==> src/rtl/fac_bus_master.sv <==
`default_nettype none
// ============================================================================
// Module   : fac_bus_master
// Brief    : Runs one factorial-core job over the Top bus per host start pulse.
//            Optional interrupt-wait timeout enabled by defining FAC_TIMEOUT_EN.
// Revision : 1.0  initial release
// ============================================================================
module fac_bus_master #(
    parameter logic [15:0] BASE_ADDR      = 16'h7000,
    parameter int          READ_LATENCY   = 1,
    parameter int          TIMEOUT_CYCLES = 4096
) (
    input  logic          clk,
    input  logic          reset_n,
    input  logic          start,
    input  logic [63:0]   operand,
    output logic          busy,
    output logic          done,
    output logic [127:0]  result,
    output logic          error,
    output logic          m_req,
    output logic          m_wr,
    output logic [15:0]   m_addr,
    output logic [63:0]   m_dout,
    input  logic          m_grant,
    input  logic [63:0]   m_din,
    input  logic          interrupt
);

    localparam logic [15:0] c_addr_opstart = BASE_ADDR + 16'h0000;
    localparam logic [15:0] c_addr_opclear = BASE_ADDR + 16'h0008;
    localparam logic [15:0] c_addr_intren  = BASE_ADDR + 16'h0018;
    localparam logic [15:0] c_addr_operand = BASE_ADDR + 16'h0020;
    localparam logic [15:0] c_addr_res_h   = BASE_ADDR + 16'h0028;
    localparam logic [15:0] c_addr_res_l   = BASE_ADDR + 16'h0030;
    localparam logic [1:0]  c_rd_lat       = 2'(READ_LATENCY);
    localparam logic [31:0] c_tmo_last     = 32'(TIMEOUT_CYCLES - 1);

    typedef enum logic [3:0] {
        S_IDLE = 4'd0,
        S_REQ  = 4'd1,
        S_CLR1 = 4'd2,
        S_CLR0 = 4'd3,
        S_WOP  = 4'd4,
        S_WIE  = 4'd5,
        S_WST  = 4'd6,
        S_WINT = 4'd7,
        S_RDH  = 4'd8,
        S_RDL  = 4'd9,
        S_ACK1 = 4'd10,
        S_ACK0 = 4'd11,
        S_FIN  = 4'd12
    } state_t;

    state_t         r_state;
    state_t         w_state_nxt;

    logic           r_busy,      w_busy_nxt;
    logic           r_done,      w_done_nxt;
    logic [127:0]   r_result,    w_result_nxt;
    logic           r_error,     w_error_nxt;
    logic           r_m_req,     w_req_nxt;
    logic           r_m_wr,      w_wr_nxt;
    logic [15:0]    r_m_addr,    w_addr_nxt;
    logic [63:0]    r_m_dout,    w_dout_nxt;
    logic [63:0]    r_operand,   w_operand_nxt;
    logic [63:0]    r_res_h,     w_res_h_nxt;
    logic [63:0]    r_res_l,     w_res_l_nxt;
    logic           r_rd_pend,   w_rd_pend_nxt;
    logic [1:0]     r_rd_cnt,    w_rd_cnt_nxt;
    logic           r_timed_out, w_timed_out_nxt;

    logic           w_in_read;
    logic           w_rd_fire;
    logic           w_tmo_hit;

    // ------------------------------------------------------------------------
    // Interrupt-wait timeout
    // ------------------------------------------------------------------------
`ifdef FAC_TIMEOUT_EN
    logic [31:0] r_tmo_cnt;

    always_ff @(posedge clk or negedge reset_n) begin
        if (!reset_n) begin
            r_tmo_cnt <= '0;
        end else if (r_state != S_WINT) begin
            r_tmo_cnt <= '0;
        end else begin
            r_tmo_cnt <= r_tmo_cnt + 32'd1;
        end
    end

    assign w_tmo_hit = (r_tmo_cnt == c_tmo_last);
`else
    logic w_unused_tmo;

    assign w_tmo_hit    = 1'b0;
    assign w_unused_tmo = ^c_tmo_last;
`endif

    // ------------------------------------------------------------------------
    // Read handshake: address phase needs grant, data arrives c_rd_lat edges later
    // ------------------------------------------------------------------------
    assign w_in_read = (r_state == S_RDH) || (r_state == S_RDL);

    always_comb begin
        w_rd_fire     = 1'b0;
        w_rd_pend_nxt = r_rd_pend;
        w_rd_cnt_nxt  = r_rd_cnt;
        if (w_in_read) begin
            if (r_rd_pend) begin
                if (r_rd_cnt == c_rd_lat) begin
                    w_rd_fire     = 1'b1;
                    w_rd_pend_nxt = 1'b0;
                end else begin
                    w_rd_cnt_nxt = r_rd_cnt + 2'd1;
                end
            end else if (m_grant) begin
                if (c_rd_lat == 2'd0) begin
                    w_rd_fire = 1'b1;
                end else begin
                    w_rd_pend_nxt = 1'b1;
                    w_rd_cnt_nxt  = 2'd1;
                end
            end
        end
    end

    // ------------------------------------------------------------------------
    // Next state and next registered outputs; bus fields describe the next state's cycle
    // ------------------------------------------------------------------------
    always_comb begin
        w_state_nxt     = r_state;
        w_busy_nxt      = r_busy;
        w_done_nxt      = 1'b0;
        w_result_nxt    = r_result;
        w_error_nxt     = r_error;
        w_req_nxt       = r_m_req;
        w_wr_nxt        = r_m_wr;
        w_addr_nxt      = r_m_addr;
        w_dout_nxt      = r_m_dout;
        w_operand_nxt   = r_operand;
        w_res_h_nxt     = r_res_h;
        w_res_l_nxt     = r_res_l;
        w_timed_out_nxt = r_timed_out;

        case (r_state)
            S_IDLE: begin
                if (start) begin
                    w_state_nxt     = S_REQ;
                    w_busy_nxt      = 1'b1;
                    w_error_nxt     = 1'b0;
                    w_timed_out_nxt = 1'b0;
                    w_operand_nxt   = operand;
                    w_req_nxt       = 1'b1;
                    w_wr_nxt        = 1'b0;
                    w_addr_nxt      = c_addr_opclear;
                    w_dout_nxt      = 64'd0;
                end
            end
            S_REQ: begin
                if (m_grant) begin
                    w_state_nxt = S_CLR1;
                    w_wr_nxt    = 1'b1;
                    w_addr_nxt  = c_addr_opclear;
                    w_dout_nxt  = 64'd1;
                end
            end
            S_CLR1: begin
                if (m_grant) begin
                    w_state_nxt = S_CLR0;
                    w_addr_nxt  = c_addr_opclear;
                    w_dout_nxt  = 64'd0;
                end
            end
            S_CLR0: begin
                if (m_grant) begin
                    w_state_nxt = S_WOP;
                    w_addr_nxt  = c_addr_operand;
                    w_dout_nxt  = r_operand;
                end
            end
            S_WOP: begin
                if (m_grant) begin
                    w_state_nxt = S_WIE;
                    w_addr_nxt  = c_addr_intren;
                    w_dout_nxt  = 64'd1;
                end
            end
            S_WIE: begin
                if (m_grant) begin
                    w_state_nxt = S_WST;
                    w_addr_nxt  = c_addr_opstart;
                    w_dout_nxt  = 64'd1;
                end
            end
            S_WST: begin
                if (m_grant) begin
                    w_state_nxt = S_WINT;
                    w_wr_nxt    = 1'b0;
                    w_addr_nxt  = c_addr_res_h;
                    w_dout_nxt  = 64'd0;
                end
            end
            S_WINT: begin
                if (interrupt) begin
                    w_state_nxt = S_RDH;
                end else if (w_tmo_hit) begin
                    w_state_nxt     = S_ACK1;
                    w_timed_out_nxt = 1'b1;
                    w_wr_nxt        = 1'b1;
                    w_addr_nxt      = c_addr_opclear;
                    w_dout_nxt      = 64'd1;
                end
            end
            S_RDH: begin
                if (w_rd_fire) begin
                    w_state_nxt = S_RDL;
                    w_res_h_nxt = m_din;
                    w_addr_nxt  = c_addr_res_l;
                end
            end
            S_RDL: begin
                if (w_rd_fire) begin
                    w_state_nxt = S_ACK1;
                    w_res_l_nxt = m_din;
                    w_wr_nxt    = 1'b1;
                    w_addr_nxt  = c_addr_opclear;
                    w_dout_nxt  = 64'd1;
                end
            end
            S_ACK1: begin
                if (m_grant) begin
                    w_state_nxt = S_ACK0;
                    w_addr_nxt  = c_addr_opclear;
                    w_dout_nxt  = 64'd0;
                end
            end
            S_ACK0: begin
                if (m_grant) begin
                    w_state_nxt = S_FIN;
                    w_req_nxt   = 1'b0;
                    w_wr_nxt    = 1'b0;
                    w_addr_nxt  = 16'd0;
                    w_dout_nxt  = 64'd0;
                    w_busy_nxt  = 1'b0;
                    w_done_nxt  = 1'b1;
                    w_error_nxt = r_timed_out;
                    // A timed-out job leaves the previous result visible.
                    if (!r_timed_out) begin
                        w_result_nxt = {r_res_h, r_res_l};
                    end
                end
            end
            S_FIN: begin
                w_state_nxt = S_IDLE;
            end
            default: begin
                w_state_nxt = S_IDLE;
                w_req_nxt   = 1'b0;
                w_wr_nxt    = 1'b0;
                w_busy_nxt  = 1'b0;
            end
        endcase
    end

    // ------------------------------------------------------------------------
    // State and output registers
    // ------------------------------------------------------------------------
    always_ff @(posedge clk or negedge reset_n) begin
        if (!reset_n) begin
            r_state     <= S_IDLE;
            r_busy      <= 1'b0;
            r_done      <= 1'b0;
            r_result    <= '0;
            r_error     <= 1'b0;
            r_m_req     <= 1'b0;
            r_m_wr      <= 1'b0;
            r_m_addr    <= '0;
            r_m_dout    <= '0;
            r_operand   <= '0;
            r_res_h     <= '0;
            r_res_l     <= '0;
            r_rd_pend   <= 1'b0;
            r_rd_cnt    <= '0;
            r_timed_out <= 1'b0;
        end else begin
            r_state     <= w_state_nxt;
            r_busy      <= w_busy_nxt;
            r_done      <= w_done_nxt;
            r_result    <= w_result_nxt;
            r_error     <= w_error_nxt;
            r_m_req     <= w_req_nxt;
            r_m_wr      <= w_wr_nxt;
            r_m_addr    <= w_addr_nxt;
            r_m_dout    <= w_dout_nxt;
            r_operand   <= w_operand_nxt;
            r_res_h     <= w_res_h_nxt;
            r_res_l     <= w_res_l_nxt;
            r_rd_pend   <= w_rd_pend_nxt;
            r_rd_cnt    <= w_rd_cnt_nxt;
            r_timed_out <= w_timed_out_nxt;
        end
    end

    assign busy   = r_busy;
    assign done   = r_done;
    assign result = r_result;
    assign error  = r_error;
    assign m_req  = r_m_req;
    assign m_wr   = r_m_wr;
    assign m_addr = r_m_addr;
    assign m_dout = r_m_dout;

endmodule
`default_nettype wire

==> config.mk <==
export PLATFORM = sky130hd
export DESIGN_NAME = fac_bus_master
export DESIGN_NICKNAME = d
export VERILOG_FILES = /design/src/rtl/fac_bus_master.sv
export SDC_FILE = /design/constraint.sdc
export NUM_CORES = 1
export LEC_CHECK = 0
export ABC_AREA = 1
export CAP_MARGIN = 20
export CORE_MARGIN = 2
export CORE_UTILIZATION = 46
export CTS_CLUSTER_SIZE = 28
export DETAILED_ROUTE_END_ITERATION = 10
export PLACE_DENSITY = 0.8
export SYNTH_ARGS = -nofsm -noshare
export SYNTH_HDL_FRONTEND = slang
export SYNTH_SLANG_ARGS = --single-unit
export TNS_END_PERCENT = 30
==> constraint.sdc <==
create_clock -name clk -period 1.4 [get_ports clk]
set_input_delay 0.35 -clock clk [delete_from_list [all_inputs] [get_ports clk]]
set_output_delay 0.35 -clock clk [all_outputs]
set_load 0.03 [all_outputs]
==> results <==
-- placed cells by master, fill, tap and decap left out, drive strengths merged --
master and count:
ha 1, a21oi 1, clkbuf 92, clkinv 12, o21ai 199, inv 83
conb 11, nor3 1, bufbuf 1, nand2 894, nand4 3, dfrtp 398
nand3 22, nor2 15, dlygate4sd3 1, clkdlybuf4s50 131, buf 372, clkdlybuf4s15 1
-- flip-flops by register name, summed over array words and instances (netlist names) --
name	flops
r_rd_pend	1
m_addr	4
m_dout	64
r_operand	64
r_res_h	64
r_rd_cnt	2
r_state	4
m_wr	1
m_req	1
result	128
done	1
r_res_l	64
-- per-layer routing --
metal  vias to the layer above  share of wire (%)  GRT usage [%]
met5                         -              0.046              0
met4                         4                4.9          7.906
met3                       214                 10          6.041
met2                       979                 49          43.15
met1                      7061                 35          31.43
li1                       6271                  -              -
-- timing repair --
action,4_1_cts,5_1_grt
setup buffers,54,15
cloned,6,48
endpoints found under the hold margin,193,0
hold buffers,1,0
gates resized for setup,791,239
pin swaps,4,15
endpoints found under the setup margin,598,599
-- worst reg2reg max path: cells and delay by family (launching register included) --
family | cells | cell delay, ps
buffers and inverters | 3 | 440
and+or+nand+nor | 6 | 630
DFF | 1 | 440
AOI/OAI and AO/OA | 1 | 130
-- metrics by stage --
stage | setup WS [ps] | utilization (%)
after global routing | -399.7 | 71.84
final | -342.7 | 71.84
after global placement | -569.6 | 60.22
after floorplan | -19.91 | -
after CTS | -201.6 | 66.52
after detailed placement | -593.4 | 60.22
-- cell type report --
cell class / count / area, um^2 / area share, %
multi-input cells: 1147 / 5280 / 22.08
flip-flops and latches: 398 / 9966 / 41.68
clock inverters: 11 / 55.05 / 0.2302
well taps: 448 / 560.5 / 2.344
repair inverters: 1 / 16.27 / 0.06803
clock buffers: 57 / 1176 / 4.919
repair buffers: 541 / 6496 / 27.17
inverters: 83 / 360.3 / 1.507
-- worst max path at each step --
stage,startpoint,slack (ps),cells after the start,endpoint
after global routing,r_state[2],-400,10,m_dout[40]
final,r_state[2],-340,10,m_dout[40]
after floorplan,r_state[1],-20,10,m_dout[13]
after global placement,m_grant,-570,9,m_dout[0]
after CTS,result[58],-200,1,result[58]
after detailed placement,m_grant,-590,9,m_dout[0]
-- cell families after synthesis --
kind of cell             after synthesis  synth area share, %
AO/OA/AOI/OAI                        200                6.484
adder cells (fa/ha/maj)                1              0.08104
buffers and inverters                187                5.852
flip-flops                           398                64.52
other                                  1              0.02429
AND/OR/NAND/NOR                      933                23.04
-- report_power, final --
part | total, W | leakage (nW) | switching (W) | internal, W
Sequential | 0.0204 | 4.72 | 0.00406 | 0.0164
Clock | 0.0103 | 0.621 | 0.00449 | 0.00582
Combinational | 0.0276 | 7.08 | 0.0152 | 0.0125
==> out/qor.txt <==
Hold Path End -> r_operand[37]
filler cell count -> 2077
final net count -> 2346
Routed wire per std cell -> 20.31 um
delay-heaviest family, CP -> simple AND/OR/NAND/NOR gates
Die ar. -> 0.03504 mm^2
Clock Sinks -> 398
Crit Path Max Fanout -> 7
remaining global-route overflow -> 0
WS Path Type -> register to register
RePlAce Congestion -> 0.8589
RSZ-0062 raised after global routing -> yes
Vias -> 14530
Synth-to-Final Area Change -> 54.90%
period utilisation layout -> 124.5%
vias in the first global route -> 13700
Seq/Total Area, Yosys -> 64.52%
Total Power -> 0.05838 W
DP Wirelength -> 27840 um
num ports -> 346
Die Y-Extent -> 187.2 um
CP Capture Type -> register
final setup fails -> 598
R2R setup slack -> -340 ps
worst hold path class -> input port to register
Warnings, synthesis -> 0
Worst path max stage delay -> 440 ps
detailed-route wire length -> 54560 um
Max transition margin -> 66.58%
Critical R2R Capture -> m_dout[40]
r2r worst-path depth -> 10
TNS Setup -> -93670 ps
Post-Place Cell Area -> 0.02004 mm^2
largest net degree at the start of global routing -> 87
Worst EP arrival -> 2170 ps
initial antenna violation count -> 3
outcome -> finished, violations left
Crit-path slowest cell -> dfrtp_2
worst hold path startpoint -> operand[37]
Least-Margin Pin Slew -> 501.3 ps
worst hold stages -> 3
ys async rst share -> 100.0%
count of flip-flops with a built-in enable after synthesis -> 0
Port-buffer cells -> 334
Synth Flop Type -> dfrtp_1
PwrDens -> 2442 mW/mm^2
first-pass GRT wire length -> 70420 um
1st-pass router iterations -> 6
drt initial violations -> 1411
top post-synthesis cells by count -> 891 x nand2_1, 398 x dfrtp_1, 163 x o21ai_0
Max Slew Vio Count -> 0
Synth area leaders -> dfrtp_1 65%, nand2_1 22%, o21ai_0 5.3%, inv_1 1.9%, buf_2 1.9%
Post-Synthesis Cells -> 1720
Post-Syn Area -> 0.01544 mm^2
Worst IR Drop VDD -> 1.476 mV
Via-to-Cell Ratio -> 5.409
CP cell instances -> buf_6 > nor2_4 > nand3_2 > nand2_2 > nor2_4 > buf_6 > nand2_8 > clkbuf_16 > nand2_1 > o21ai_1
row count -> 67
fin area -> 0.02391 mm^2
Pleak -> 12.42 nW
critical path required time -> 1830 ps
failing checks -> setup timing
share of cells above drive strength 1 -> 28.33%
post-synth top area share -> 64.52%
Unique masters post-synth -> 20
Buf/Inv on CP -> 3
final hold violations -> 0
worst r2r src -> r_state[2]
Non-Filler Instances -> 2686
Residual DRC -> 0
root buffer cell -> clkbuf_16
area of the core -> 0.03328 mm^2
H-tree levels -> 2
CP startpoint kind -> register
Antenna diodes -> 0
CTS tree -> built
placed cell count -> 2498
final setup margin -> -342.7 ps
syn avg cell area -> 8.974 um^2
count leader, synth -> nand2_1
number of routed nets with antenna violations -> 0
Setup Skew -> 22.37 ps
Yosys top cell by area -> dfrtp_1
Yosys reg bits -> 398
CTS Buffer Depth -> 3
clk_lat worst skew -> 540 ps
total track usage -> 25.10%
Starting Density -> 46.38%
total CTS buffers -> 40
Max Cap Viol -> 0
Max Freq -> 0.5738 GHz
Hold Worst Slack -> 349.8 ps
Clock transition at path regs -> 60 ps
die width -> 187.2 um
post-layout minimum cycle time -> 1743 ps
No activity file was read; power rests on OpenSTA's default activity.
==> RTL change, RTL diff (config.mk and constraints unchanged) <==
Build with the macro `FAC_TIMEOUT_EN` defined.
--- a/src/rtl/fac_bus_master.sv
+++ b/src/rtl/fac_bus_master.sv
@@ -5,6 +5,8 @@
 //            Optional interrupt-wait timeout enabled by defining FAC_TIMEOUT_EN.
 // Revision : 1.0  initial release
 // ============================================================================
+`define FAC_TIMEOUT_EN
+
 module fac_bus_master #(
     parameter logic [15:0] BASE_ADDR      = 16'h7000,
     parameter int          READ_LATENCY   = 1,
Behaviour: same outputs for any inputs over 4 cycles, from zero or initial values and one cycle with reset_n low; that may be too few to reach the edited logic, so the function may still have changed.
==> RTL change against the original RTL <==
The run still ends with setup timing left. Worst hold slack lost 0.089 ns. Power shrank 2.3%. Die area grew 18%. Sequential cell count grew 34. Critical path depth shrank 1. Synthesized area grew 19%. Clock skew is essentially flat. Final area grew 14%. Wire length grew 17%. Setup slack lost 0.16 ns. Critical endpoint is now result[101]. Highest routed layer is now met4.
==> RTL change: results (changes against the original RTL) <==
<table>
<tr><th>Metric</th><th>Value</th></tr>
<tr><th colspan="2">Cells and area</th></tr>
<tr><td>Post-layout nets</td><td>2556 (+9.0%)</td></tr>
<tr><td>Fraction of final layout cells sized beyond drive strength 1</td><td>34.0% (+5.7 points)</td></tr>
<tr><th colspan="2">Power</th></tr>
<tr><td>Part of the power in registers</td><td>36.1% (+1.1 points)</td></tr>
<tr><td>Net switching fraction of the power</td><td>38.5% (-2.1 points)</td></tr>
<tr><td>Logic pwr share</td><td>42.1% (-5.2 points)</td></tr>
<tr><td>P_leak</td><td>14.1 nW (+14%)</td></tr>
<tr><th colspan="2">GRT</th></tr>
<tr><td>Met2 track demand over resource in global routing</td><td>46.0% (+2.8 points)</td></tr>
<tr><td>Grt met3 use</td><td>5.85% (-0.19 points)</td></tr>
<tr><td>Antenna violations before repair</td><td>0 (-3)</td></tr>
<tr><td>All-layer global routing usage</td><td>26.9% (+1.8 points)</td></tr>
<tr><td>Met1 track demand over resource in global routing</td><td>33.8% (+2.4 points)</td></tr>
<tr><td>Largest net degree at the start of global routing</td><td>65 (-25%)</td></tr>
<tr><td>Vias in the first global route</td><td>15900 (+16%)</td></tr>
<tr><th colspan="2">Critical path</th></tr>
<tr><td>CP max FO</td><td>24 (+17)</td></tr>
<tr><th colspan="2">Status</th></tr>
<tr><td>Violated checks</td><td>setup timing</td></tr>
<tr><td>Status</td><td>finished with violations</td></tr>
<tr><th colspan="2">Drt</th></tr>
<tr><td>WL met2</td><td>31.3 mm (+16%)</td></tr>
<tr><td>First-iteration detailed-routing DRC count</td><td>1097 (-22%)</td></tr>
<tr><td>Met3 layer wire length in the routed design</td><td>5.92 mm (+5.1%)</td></tr>
<tr><td>Routed metal-1 wire length</td><td>23.9 mm (+24%)</td></tr>
<tr><th colspan="2">STA</th></tr>
<tr><td>Final setup margin</td><td>-0.501 ns (-0.159 ns)</td></tr>
<tr><td>Final setup fails</td><td>632 (+5.7%)</td></tr>
<tr><th colspan="2">Yosys</th></tr>
<tr><td>Share of cell area taken by muxes after synthesis</td><td>10.3% (+10 points)</td></tr>
<tr><td>Top post-synthesis cells by area</td><td>sky130_fd_sc_hd__dfrtp_1 59%, sky130_fd_sc_hd__mux2_4 9.8%, sky130_fd_sc_hd__nand2_1 9.3%, sky130_fd_sc_hd__o21ai_0 5.9%, sky130_fd_sc_hd__inv_1 3.8%</td></tr>
<tr><td>Proportion of synthesized chip area in sequential cells</td><td>58.9% (-5.6 points)</td></tr>
<tr><th colspan="2">Placed design</th></tr>
<tr><td>DP Area</td><td>23700 sq um (+18%)</td></tr>
<tr><td>Minimum setup slack after placement</td><td>-0.750 ns (-0.157 ns)</td></tr>
<tr><td>DPL Wire Length</td><td>34.6 mm (+24%)</td></tr>
<tr><th colspan="2">Clock tree</th></tr>
<tr><td>Post-CTS Setup Repair Bufs</td><td>68 (+26%)</td></tr>
</table>
==> RTL change: cell count changes in the layout (fill, tap and decap cells not counted), sizes merged, moves of 12 or more <==
cell	delta
nand2	-435
mux2	+128
nor2	+126
buf	+124
inv	+110
nand4	+67
dfrtp	+34
o21ai	+19
a21oi	+17
nor3	+13
clkbuf	-12
==> RTL change: final timing paths <==
check                           start            end  slack, ns  cells after the start
max                        r_state[2]    result[101]      -0.50                      9
min                           reset_n     result[30]       0.26                      2
max reg2reg                r_state[2]    result[101]      -0.50                      9
min reg2reg                m_dout[21]     m_dout[21]       0.48                      2
max in group asynchronous     reset_n  r_operand[36]       0.46                      3
min in group clk           operand[0]   r_operand[0]       0.34                      3
==> RTL change: area by class of cell <==
| class | instances | area, sq um |
|---|---|---|
| multi-input cells | 1106 | 6790 |
| fillers | 2559 | 12300 |
| clock inverters | 14 | 166 |
| flip-flops and latches | 432 | 10800 |
| repair buffers | 644 | 6760 |
| inverters | 192 | 737 |
| clock buffers | 66 | 1340 |
| well taps | 525 | 657 |
